$ cat src/rtl/rs_pkg.sv
// Shared types for the add/sub reservation station: opcodes, widths, entry layout.
// Latency: n/a (types and constants only).
// Backpressure: n/a.
// Optional feature macro: RS_AGE_PRIORITY_EN adds a per-entry issue sequence field.
package rs_pkg;

    localparam logic [2:0] OP_ADD = 3'b000;
    localparam logic [2:0] OP_SUB = 3'b001;

    // Widths live here because the packed entry layout depends on them.
    localparam int DATA_W  = 12;
    localparam int LABEL_W = 2;

    // Sequence field is sized for the largest supported station (4 entries):
    // clog2(4)+1 = 3 bits. Smaller stations wrap the counter at a lower modulus.
    localparam int SEQ_W = 3;

    typedef struct packed {
        logic               busy;
        logic [2:0]         op;
        logic [DATA_W-1:0]  vj;
        logic [DATA_W-1:0]  vk;
        logic               rj;
        logic               rk;
        logic [LABEL_W-1:0] qj;
        logic [LABEL_W-1:0] qk;
`ifdef RS_AGE_PRIORITY_EN
        logic [SEQ_W-1:0]   seq;
`endif
    } rs_entry_t;

endpackage

$ cat src/rtl/rs_pick.sv
// Dispatch arbiter: ready vector in, one grant index plus valid out.
// Latency: purely combinational.
// Backpressure: none; the FU is always available so a grant is always taken.
// Ports: ready[DEPTH] (entry may dispatch), age[DEPTH] (only with
// RS_AGE_PRIORITY_EN: larger means older), grant_vld, grant_idx.
// Without RS_AGE_PRIORITY_EN the lowest ready index wins.
module rs_pick
    import rs_pkg::*;
#(
    parameter int DEPTH = 2,
    parameter int IDX_W = 1
) (
    input  logic [DEPTH-1:0]            ready,
`ifdef RS_AGE_PRIORITY_EN
    input  logic [DEPTH-1:0][SEQ_W-1:0] age,
`endif
    output logic                        grant_vld,
    output logic [IDX_W-1:0]            grant_idx
);

`ifdef RS_AGE_PRIORITY_EN
    logic [SEQ_W-1:0] best_age;

    // Live entries always have distinct ages, so a strict compare is enough.
    always_comb begin
        grant_vld = 1'b0;
        grant_idx = '0;
        best_age  = '0;
        for (int i = 0; i < DEPTH; i++) begin
            if (ready[i] && (!grant_vld || (age[i] > best_age))) begin
                grant_vld = 1'b1;
                grant_idx = IDX_W'(i);
                best_age  = age[i];
            end
        end
    end
`else
    // Scan from the top down so the lowest ready index is the last writer.
    always_comb begin
        grant_vld = 1'b0;
        grant_idx = '0;
        for (int i = DEPTH - 1; i >= 0; i--) begin
            if (ready[i]) begin
                grant_vld = 1'b1;
                grant_idx = IDX_W'(i);
            end
        end
    end
`endif

endmodule

$ cat src/rtl/rs_addsub.sv
// Reservation station for the add/sub FU: holds issued ops, captures CDB operands, dispatches one ready op per cycle.
// Latency: fully-ready issue -> fu_en one cycle later; CDB wakeup -> dispatch no earlier than the following cycle.
// Backpressure: issue_ready low when every entry is busy; issue_valid is ignored then and upstream holds.
// Ports: Clock, Resetn (sync, active low); issue_* (instruction in, issue_ready/issue_label out);
// cdb_* (broadcast in); fu_en/fu_Rx/fu_Ry/fu_Op/fu_Label (registered dispatch out); occupancy.
// Optional feature macro: RS_AGE_PRIORITY_EN selects oldest-ready dispatch instead of lowest index.
module rs_addsub
    import rs_pkg::*;
#(
    parameter int DEPTH      = 2,
    parameter int LABEL_BASE = 0
) (
    input  logic               Clock,
    input  logic               Resetn,
    input  logic               issue_valid,
    input  logic [2:0]         issue_op,
    input  logic [DATA_W-1:0]  issue_vj,
    input  logic [DATA_W-1:0]  issue_vk,
    input  logic               issue_rj,
    input  logic               issue_rk,
    input  logic [LABEL_W-1:0] issue_qj,
    input  logic [LABEL_W-1:0] issue_qk,
    output logic               issue_ready,
    output logic [LABEL_W-1:0] issue_label,
    input  logic               cdb_valid,
    input  logic [LABEL_W-1:0] cdb_label,
    input  logic [DATA_W-1:0]  cdb_data,
    output logic               fu_en,
    output logic [DATA_W-1:0]  fu_Rx,
    output logic [DATA_W-1:0]  fu_Ry,
    output logic [2:0]         fu_Op,
    output logic [LABEL_W-1:0] fu_Label,
    output logic [2:0]         occupancy
);

    localparam int IDX_W = (DEPTH > 1) ? $clog2(DEPTH) : 1;

    rs_entry_t ent_q [DEPTH];
    rs_entry_t ent_d [DEPTH];
    rs_entry_t new_ent;

    logic               free_found;
    logic [IDX_W-1:0]   free_idx;
    logic               issue_fire;
    logic [LABEL_W-1:0] last_label_q;
    logic [DEPTH-1:0]   rdy_vec;
    logic               grant_vld;
    logic [IDX_W-1:0]   grant_idx;
    logic               hit_j;
    logic               hit_k;

`ifdef RS_AGE_PRIORITY_EN
    // Counter wraps at 2**(clog2(DEPTH)+1), at least twice the entry count,
    // so modulo distance from the counter orders all live entries uniquely.
    localparam int               AGE_W    = $clog2(DEPTH) + 1;
    localparam logic [SEQ_W-1:0] SEQ_MASK = SEQ_W'((1 << AGE_W) - 1);

    logic [SEQ_W-1:0]            seq_cnt;
    logic [DEPTH-1:0][SEQ_W-1:0] age_vec;

    always_comb begin
        for (int i = 0; i < DEPTH; i++) begin
            age_vec[i] = (seq_cnt - ent_q[i].seq) & SEQ_MASK;
        end
    end
`endif

    // Lowest-index free entry, from registered busy only: a slot freed by
    // this cycle's dispatch is not allocatable until next cycle.
    always_comb begin
        free_found = 1'b0;
        free_idx   = '0;
        for (int i = DEPTH - 1; i >= 0; i--) begin
            if (!ent_q[i].busy) begin
                free_found = 1'b1;
                free_idx   = IDX_W'(i);
            end
        end
    end

    assign issue_fire  = issue_valid && free_found;
    assign issue_ready = free_found;
    assign issue_label = free_found ? (LABEL_W'(LABEL_BASE) + LABEL_W'(free_idx)) : last_label_q;

    always_comb begin
        for (int i = 0; i < DEPTH; i++) begin
            rdy_vec[i] = ent_q[i].busy && ent_q[i].rj && ent_q[i].rk;
        end
    end

    rs_pick #(
        .DEPTH (DEPTH),
        .IDX_W (IDX_W)
    ) u_pick (
        .ready     (rdy_vec),
`ifdef RS_AGE_PRIORITY_EN
        .age       (age_vec),
`endif
        .grant_vld (grant_vld),
        .grant_idx (grant_idx)
    );

    // An operand being broadcast in the issue cycle is captured directly,
    // otherwise the tag would be missed forever.
    always_comb begin
        hit_j           = cdb_valid && !issue_rj && (issue_qj == cdb_label);
        hit_k           = cdb_valid && !issue_rk && (issue_qk == cdb_label);
        new_ent         = '0;
        new_ent.busy    = 1'b1;
        new_ent.op      = issue_op;
        new_ent.vj      = hit_j ? cdb_data : issue_vj;
        new_ent.vk      = hit_k ? cdb_data : issue_vk;
        new_ent.rj      = issue_rj || hit_j;
        new_ent.rk      = issue_rk || hit_k;
        new_ent.qj      = issue_qj;
        new_ent.qk      = issue_qk;
`ifdef RS_AGE_PRIORITY_EN
        new_ent.seq     = seq_cnt;
`endif
    end

    always_comb begin
        for (int i = 0; i < DEPTH; i++) begin
            ent_d[i] = ent_q[i];
            if (ent_q[i].busy && cdb_valid) begin
                if (!ent_q[i].rj && (ent_q[i].qj == cdb_label)) begin
                    ent_d[i].vj = cdb_data;
                    ent_d[i].rj = 1'b1;
                end
                if (!ent_q[i].rk && (ent_q[i].qk == cdb_label)) begin
                    ent_d[i].vk = cdb_data;
                    ent_d[i].rk = 1'b1;
                end
            end
            if (grant_vld && (grant_idx == IDX_W'(i))) begin
                ent_d[i].busy = 1'b0;
            end
            // Issue only targets a slot that was free in registered state,
            // so it never collides with the dispatched slot.
            if (issue_fire && (free_idx == IDX_W'(i))) begin
                ent_d[i] = new_ent;
            end
        end
    end

    always_comb begin
        occupancy = '0;
        for (int i = 0; i < DEPTH; i++) begin
            occupancy = occupancy + 3'(ent_q[i].busy);
        end
    end

    always_ff @(posedge Clock) begin
        if (!Resetn) begin
            for (int i = 0; i < DEPTH; i++) begin
                ent_q[i] <= '0;
            end
            fu_en        <= 1'b0;
            fu_Rx        <= '0;
            fu_Ry        <= '0;
            fu_Op        <= '0;
            fu_Label     <= '0;
            last_label_q <= LABEL_W'(LABEL_BASE);
`ifdef RS_AGE_PRIORITY_EN
            seq_cnt      <= '0;
`endif
        end else begin
            for (int i = 0; i < DEPTH; i++) begin
                ent_q[i] <= ent_d[i];
            end
            fu_en <= grant_vld;
            // Data outputs hold their last dispatch when nothing is granted.
            if (grant_vld) begin
                fu_Rx    <= ent_q[grant_idx].vj;
                fu_Ry    <= ent_q[grant_idx].vk;
                fu_Op    <= ent_q[grant_idx].op;
                fu_Label <= LABEL_W'(LABEL_BASE) + LABEL_W'(grant_idx);
            end
            if (free_found) begin
                last_label_q <= LABEL_W'(LABEL_BASE) + LABEL_W'(free_idx);
            end
`ifdef RS_AGE_PRIORITY_EN
            if (issue_fire) begin
                seq_cnt <= (seq_cnt + SEQ_W'(1)) & SEQ_MASK;
            end
`endif
        end
    end

endmodule

$ cat config.mk
export PLATFORM = sky130hd
export DESIGN_NAME = rs_addsub
export DESIGN_NICKNAME = d
export VERILOG_FILES = /design/src/rtl/rs_pkg.sv /design/src/rtl/rs_pick.sv /design/src/rtl/rs_addsub.sv
export SDC_FILE = /design/constraint.sdc
export NUM_CORES = 1
export LEC_CHECK = 0
export ABC_AREA = 1
export CORE_MARGIN = 8
export CORE_UTILIZATION = 58
export DETAILED_ROUTE_END_ITERATION = 16
export PLACE_DENSITY = 0.9
export RECOVER_POWER = 50
export SYNTH_ARGS = -nofsm -noshare
export SYNTH_HDL_FRONTEND = slang
export SYNTH_SLANG_ARGS = --single-unit
$ cat constraint.sdc
create_clock -name Clock -period 4.05 [get_ports Clock]
set_clock_uncertainty 0.05 [all_clocks]
set_input_delay 1.0125 -clock Clock [delete_from_list [all_inputs] [get_ports Clock]]
set_output_delay 1.0125 -clock Clock [all_outputs]
set_load 0.05 [all_outputs]
# Word level (Yosys, flattened, before mapping)
# Memory sizes are Yosys's and may differ from the RTL's. A register that Yosys moved wholly into a read port is not among the register bits.
# Cells that the tools add are included.
# Widths: inputs -> output; s select.
[word_totals] register_bits=4 ram_bits=68 input_bits=51 output_inout_bits=36 wordCells=70 n_memories=1
[mem_list] name="ent_q" depth=2 word_bits=34 read_ports=3 rd_clocked_by_memory_dff=1 wr=2 line_no="rs_addsub.sv:38" rtl="rs_entry_t ent_q [DEPTH];"
[classes] add_sub_neg=1 eq_ne=6 n_mux=27 bitwise=4 reduce_logical=28
[ops] operator="$mux 34" n=4
[ops] operator="$mux 12" n=6
[ops] operator="$mux 26" n=2
[ops] operator="$logic_and 1x1->1" n=19
[ops] operator="$mux 1" n=14
[ops] operator="$eq 2x2->1" n=6
[ops] operator="$logic_not 1->1" n=7
[ops] operator="$add 1x1->2" n=1
[ops] operator="$logic_or 1x1->1" n=2
[ops] operator="$mux 2" n=1
[ops] operator="$not 1->1" n=2
[ops] operator="$or 1x1->1" n=2

# Longest topological paths before layout
# Gate-level depths: netlist (run 1).
# An unclocked memory read counts as a cell.
[depth] ltp_word=10 depth_mapped=9 depth_no_buf=8

# Hierarchy
# From an unflattened synthesis (run 1), not the netlist that was laid out.
[unflattened] cells_unflattened=806 hier_area_um2=5482.8
[modules_own_cells] module="rs_addsub" instances=1 cells_each=802 area_per_inst_um2=5465.2
[modules_own_cells] module="rs_pick" instances=1 cells_each=4 area_per_inst_um2=17.5

# Least setup slack after synthesis (run 1)
# OpenSTA, ideal clock, no wires.
[synth_timing] path_type="reg2out" startpoint="memory ent_q[0][33] (netlist bit)" endpoint="output issue_label[0]" t_arrival_ps=1475 required_ps=2988 setup_slack_ps=1512 path_stages_with_launch=4 cell_sequence="dfxtp_1 > ha_1 > nor2_1 > a21oi_1"
[synth_lines] item="start: declaration" line_no="rs_addsub.sv:38"
[synth_lines] item="end: declaration" line_no="rs_addsub.sv:24" rtl="output logic [LABEL_W-1:0] issue_label,"

==> results of run 1 <==
synthesized netlist by cell type:
| library cell | number |
|---|---|
| buf_6 | 2 |
| o21ai_0 | 38 |
| a21oi_2 | 2 |
| inv_1 | 142 |
| nand4_2 | 2 |
| ha_1 | 3 |
| nor2_1 | 62 |
| a21oi_1 | 67 |
| dfxtp_1 | 99 |
| nor2_4 | 3 |
| o211ai_1 | 15 |
| nand3_2 | 1 |
| conb_1 | 1 |
| o21bai_1 | 24 |
| nand3_1 | 130 |
| inv_2 | 2 |
| nand4_1 | 2 |
| nand2_2 | 25 |
| buf_1 | 1 |
| buf_2 | 24 |
| clkbuf_1 | 20 |
| a211oi_1 | 1 |
| buf_4 | 3 |
| nand2_1 | 158 |
cells by family (layout without fill, tap and decap cells):
| family | Yosys count | count (layout) | synth area share |
|---|---|---|---|
| AOI/OAI and AO/OA | 147 | 147 | 0.157 |
| adders and majority gates | 3 | 3 | 0.00700 |
| buffers and inverters | 194 | 252 | 0.146 |
| DFF | 99 | 99 | 0.369 |
| other | 1 | 2 | 0.000699 |
| and+or+nand+nor | 383 | 383 | 0.319 |
per-layer routing:
metal	wire length (um)	vias up	share of wire
li1	-	2719	-
met1	6420	2425	0.43
met2	6570	312	0.44
met3	1590	39	0.11
met4	467	0	0.031
met5	0	-	0
power by group through the flow:
| stage | logic, mW | registers (mW) | clock network (mW) |
|---|---|---|---|
| floorplan | 0.314 | 1.09 | 0 |
| global placement | 0.445 | 1.09 | 0 |
| detailed placement | 0.452 | 1.09 | 0 |
| CTS | 0.455 | 1.07 | 0.697 |
| global route | 0.512 | 1.07 | 0.737 |
| finish | 0.463 | 1.07 | 0.692 |
layout by cell type, fill, tap and decap left out:
master / count
nand4_1: 2
o211ai_1: 15
o21ai_0: 38
inv_1: 142
a21oi_2: 2
a211oi_1: 1
conb_1: 2
a21oi_1: 67
nand4_2: 2
nor2_4: 3
nand3_1: 131
dfxtp_1: 99
nand2_2: 25
nor2_1: 62
inv_2: 2
ha_1: 3
clkinvlp_4: 3
buf_4: 8
clkbuf_8: 9
nand2_1: 158
clkbuf_1: 1
dlygate4sd3_1: 27
bufinv_16: 2
o21bai_1: 24
clkdlybuf4s50_1: 56
clkinv_2: 2
stage by stage:
stage                     hold slack [ns]  power (mW)  cells
after floorplan                     0.376        1.40    828
after global placement              0.390        1.53    981
after detailed placement            0.391        1.54    981
final                               0.408        2.22    997
after CTS                           0.410        2.22    997
after global routing                0.430        2.32    997
flip-flops by register name (all words and copies together) (netlist names):
register	flops
last_label_q	2
ent_q	68
fu_Op	3
fu_en	1
fu_Rx	12
fu_Ry	12
fu_Label	1
worst min path at each step:
stage	start	end	slack, ns
6_report	last_label_q[1]	last_label_q[1]	0.41
5_1_grt	ent_q[1][30]	ent_q[1][30]	0.43
4_1_cts	last_label_q[1]	last_label_q[1]	0.41
3_5_place_dp	last_label_q[1]	last_label_q[1]	0.39
3_3_place_gp	last_label_q[1]	last_label_q[1]	0.39
2_1_floorplan	last_label_q[1]	last_label_q[1]	0.38
layout make-up:
| cell class | count | share of cell area |
|---|---|---|
| clock buffers | 9 | 0.0194 |
| well taps | 111 | 0.0218 |
| inverters | 144 | 0.0849 |
| multi-input cells | 535 | 0.408 |
| repair buffers | 92 | 0.140 |
| clock inverters | 7 | 0.0145 |
| flip-flops and latches | 99 | 0.311 |
worst reg2reg max path, stage by stage (launching register included):
cell,delay [ns]
dfxtp_1,0.38
nand3_1,0.88
inv_1,0.30
nor2_4,0.48
inv_1,0.45
o211ai_1,0.30
nand2_1,0.07
inv_1,0.10
==> flow_metrics.tcl, run 1 <==
set metrics [dict create \
    p_leak_nw 3.10 \
    synthToLayoutAreaGrowth_pct 18.7 \
    vdd_drop_max_uv 198 \
    worst-path-stages 4 \
    crit_end "issue_label[0]" \
    final_area_um2 6370 \
    firstDrtPassIters 5 \
    cap_violations 1 \
    grtUsageTotal 0.236 \
    critPathBufInv 1 \
    clkPwrFrac 0.311 \
    fin_tns_setup_ns 0 \
    n_antenna_cell 0 \
    register_area_um2 1980 \
    fin_util 0.699 \
    routed_wl_mm 15.1 \
    cts_resized 0 \
    max_freq_mhz 314 \
    ctsHtreeMaxLevel 3 \
    use_met1 0.309 \
    start_util 0.589 \
    io_pins 87 \
    globalRouteOverflowTotal 0 \
    antenna_found_initial 0 \
    rows 35 \
    drive_gt1_frac 0.0655 \
    crit_type "flip-flop to primary output" \
    synth_area_per_cell_um2 6.49 \
    seqPwrFrac 0.480 \
    yosysTopAreaCellShare 0.369 \
    drcViolationCount 0 \
    dieArea_um2 12600 \
    yosysTopAreaCell "dfxtp_1" \
    clk_path_buf_depth 2 \
    grt_pass1_vias 5069 \
    path_cells "ha_1, nor2_1, a21oi_1, clkdlybuf4s50_1" \
    die_w_um 112 \
    placed_area_um2 6160 \
    powerDensity_nw_per_um2 349 \
    holdBufCountCts 0 \
    ctsRootBufferMaster "clkbuf_8" \
    viasPerCell 5.51 \
    period_needed_ns 3.19 \
    numCtsBuffers 9 \
    status "finished, violations left" \
    setup_viol 0 \
    crit_fanout 6 \
    clk_pin_slew_worst_paths_ns 0.10 \
    ys_ff_latch 99 \
    cts_tree "yes" \
    synth.area.top_cells "dfxtp_1 (37%), nand3_1 (12%), nand2_1 (11%), inv_1 (9.9%), a21oi_1 (6.3%)" \
    critPathRequiredTime_ns 2.99 \
    grt_max_degree 45 \
    relSlewSlack -0.246 \
    path_delay_family "buffers and inverters" \
    dp_slack_ns 0.977 \
    syn_area_um2 5370 \
    r2r-start "ent_q[0][33]" \
    startpoint "ent_q[1][33]" \
    power_frac_comb 0.208 \
    drt_iter0_markers 467 \
    fin_nets 935 \
    die_h_um 112 \
    cp_slowest_cell "clkdlybuf4s50_1" \
    multi_input_area_um2 2600 \
    r2r_cells 7 \
    worst-slew-pin-transition_ns 1.87 \
    place_congestion 0.911 \
    cp-end-kind "primary output" \
    portBuffers 84 \
    timing_hold_violations_final 0 \
    drv_slew 45 \
    routedWlPerCell_um 15.1 \
    start_kind "flip-flop" \
    syn-instance-count 827 \
    grt-busiest-layer "met2" \
    cts.sinks 99 \
    num-fill-cells 758 \
    core_um2 9110 \
    drtAntennaViolNets 0 \
    critical_path_arrival_ns 2.12 \
    grt_pass1_wl_mm 24.5 \
    grt.met3_usage 0.0429 \
    grt_setup_unrepaired "false" \
    min_period_over_period 0.787 \
    reg2reg_slack_ns 1.00 \
    hold_path.class "flip-flop to flip-flop" \
    dp_hpwl_mm 10.2 \
    ys_seq_area_frac 0.369 \
    p_int_mw 1.56 \
    p_sw_uw 666 \
    met2_usage 0.366 \
    vias 5495 \
    postCtsSetupBuffers 0 \
    rr_endpoint "fu_Op[0]" \
    min_delay_path_depth 2 \
    synthDistinctLibCells 24 \
    switching_share 0.300 \
    yosysWarnings 0 \
    violations "max-capacitance violations, max-slew violations" \
    layout_setup_ws_ns 0.864 \
    critPathMaxStageDelay_ns 0.82 \
    insertion_delay_ns 0.37 \
]
(Power assumes the default switching activity.)
==> run 2, diff against run 1 <==
- CORE_UTILIZATION: 58 -> 49
- PLACE_DENSITY: 0.9 -> 0.81
- clock period: 4.05 -> 2.6 ns (I/O delays scaled with it)
==> run 2 against run 1 <==
Against the previous run:
- the run now ends clean
- via count rose by 0.13%
- count of clock-buffer cells in the layout rose by 3
- hold slack better by 0.0024 ns
- first-iteration DRC count rose by 33%
- cell count is 4.1% higher
- worst setup slack got worse by 0.77 ns
- power rose by 53%
- non-clock buffer count rose by 12
- global-route usage shrank 1.8 points
- register-to-register slack worse by 0.52 ns
==> flow_metrics.tcl, run 2 (synthesis gave the netlist of run 1 again) <==
set metrics [dict create \
    largest_register_ffs 68 \
    switching_share 0.315 \
    min-delay-start "ent_q[1][30]" \
    portBuffers 84 \
    timing_hold_violations_final 0 \
    io_pins 87 \
    cts_tree "yes" \
    met3_length_mm 1.32 \
    vias 5502 \
    cap_violations 0 \
    start_util 0.499 \
    critPathMaxStageDelay_ns 0.80 \
    drt_iter0_markers 621 \
    ctsRootBufferMaster "clkbuf_8" \
    grt_max_degree 68 \
    crit_fanout 6 \
    r2r-start "ent_q[1][33]" \
    grt_pass1_vias 5114 \
    insertion_delay_ns 0.37 \
    crit_type "flip-flop to primary output" \
    dp_hpwl_mm 10.9 \
    min_period_over_period 0.965 \
    final_common_cell "nand2_1" \
    drtAntennaViolNets 0 \
    setup_viol 0 \
    routed_wl_mm 15.9 \
    p_leak_nw 3.06 \
    cp-end-kind "primary output" \
    worst-slew-pin-transition_ns 1.12 \
    status "finished clean" \
    powerDensity_nw_per_um2 524 \
    final_cell_mix "nand2_1 (163), inv_1 (142), nand3_1 (130)" \
    p_int_mw 2.33 \
    min_delay_path_depth 2 \
    clkPwrFrac 0.292 \
    hold_end "ent_q[1][30]" \
    seqPwrFrac 0.489 \
    hold_path.class "flip-flop to flip-flop" \
    fin_tns_setup_ns 0 \
    max_freq_mhz 399 \
    critical_path_arrival_ns 1.81 \
    num-fill-cells 1046 \
    antenna_found_initial 0 \
    firstDrtPassIters 6 \
    power_frac_comb 0.219 \
    vdd_drop_max_uv 345 \
    biggestRegsByFlops "ent_q: 68 flops, fu_Rx: 12 flops, fu_Ry: 12 flops" \
    place_congestion 0.871 \
    path_delay_family "buffers and inverters" \
    grtUsageTotal 0.218 \
    dieArea_um2 14600 \
    synthToLayoutAreaGrowth_pct 21.2 \
    fin_util 0.605 \
    wl_met1_mm 7.14 \
    clk_path_buf_depth 2 \
    critPathBufInv 1 \
    r2r_cells 10 \
    cp_slowest_cell "clkdlybuf4s50_1" \
    met2WireLength_mm 7.17 \
    total_power_mw 3.41 \
    fin_cells 1038 \
    p_sw_mw 1.07 \
    start_kind "flip-flop" \
    ctsHtreeMaxLevel 3 \
    highest_layer "met4" \
    holdBufCountCts 0 \
    grt_setup_unrepaired "false" \
    globalRouteOverflowTotal 0 \
    regMostFlops "ent_q" \
    period_needed_ns 2.51 \
    die_h_um 121 \
    dp.cells 1022 \
    die_w_um 121 \
    rr_endpoint "ent_q[0][24]" \
    routedWlPerCell_um 15.4 \
    drive_gt1_frac 0.0757 \
    viasPerCell 5.30 \
    timing.hold.ws_ns 0.410 \
    rows 38 \
    n_antenna_cell 0 \
    reg2reg_slack_ns 0.48 \
    core_um2 10700 \
    drv_slew 0 \
    critPathRequiredTime_ns 1.90 \
    numCtsBuffers 9 \
    drcViolationCount 0 \
    grt_pass1_wl_mm 26.0 \
    clk_pin_slew_worst_paths_ns 0.10 \
    cts.sinks 99 \
    path_cells "ha_1, clkdlybuf4s50_1" \
    fin_nets 947 \
    relSlewSlack 0.256 \
]
run 2: cell count changes in the layout (fill, tap and decap cells not counted), moves of 2 or more:
cell	before	now
dlygate4sd3_1	27	1
clkdlybuf4s50_1	56	78
buf_4	8	17
nand2_1	158	163
nand2_2	25	20
buf_12	0	4
clkbuf_8	9	12
bufinv_16	2	0
clkinv_2	2	0
run 2: layout make-up:
type	instances	area (um2)	area share
Inverter	144	541	0.0831
Tap cell	140	175	0.0269
Clock buffer	12	165	0.0254
Timing Repair Buffer	104	1020	0.157
Multi-Input combinational cell	535	2590	0.398
Clock inverter	4	32.5	0.00500
Sequential cell	99	1980	0.305
run 2: metrics by stage:
step,area (um2),setup WS (ns)
finish,6500,0.0909
global route,6500,0.0247
CTS,6530,0.0729
detailed placement,6330,0.141
global placement,6330,0.160
floorplan,5370,0.425
run 2: power by group through the flow:
stage	sequential, mW	clock, mW	combinational [mW]
6_report	1.66	0.995	0.747
2_1_floorplan	1.70	0	0.489
5_1_grt	1.67	1.06	0.824
4_1_cts	1.66	1.00	0.741
3_5_place_dp	1.70	0	0.735
3_3_place_gp	1.70	0	0.723
run 2: worst max path at each step:
| stage | start | end | slack, ns | depth (start not counted) |
|---|---|---|---|---|
| 6_report | ent_q[0][33] | occupancy[1] | 0.09 | 2 |
| 3_3_place_gp | cdb_label[1] | ent_q[0][24] | 0.16 | 9 |
| 2_1_floorplan | ent_q[0][33] | issue_label[0] | 0.42 | 3 |
| 3_5_place_dp | cdb_label[1] | ent_q[0][24] | 0.14 | 9 |
| 4_1_cts | ent_q[0][33] | occupancy[1] | 0.07 | 2 |
| 5_1_grt | ent_q[0][33] | occupancy[1] | 0.02 | 2 |
run 2: repair_timing:
action	CTS	global route
buffers inserted	0	0
setup endpoints to repair	1	0
resized for setup	1	0
run 2: routing by layer:
layer,global-route usage,up-vias
met5,0,-
met4,0.0718,0
met3,0.0392,28
met2,0.346,267
met1,0.293,2467
li1,-,2740
run 2: worst reg2reg max path, stage by stage (launching register included):
cell,delay [ns]
dfxtp_1,0.44
inv_1,0.07
ha_1,0.19
nor2_1,0.18
nand2_1,0.09
buf_4,0.19
inv_1,0.16
buf_12,0.23
nor2_1,0.11
nor2_1,0.19
a21oi_1,0.09
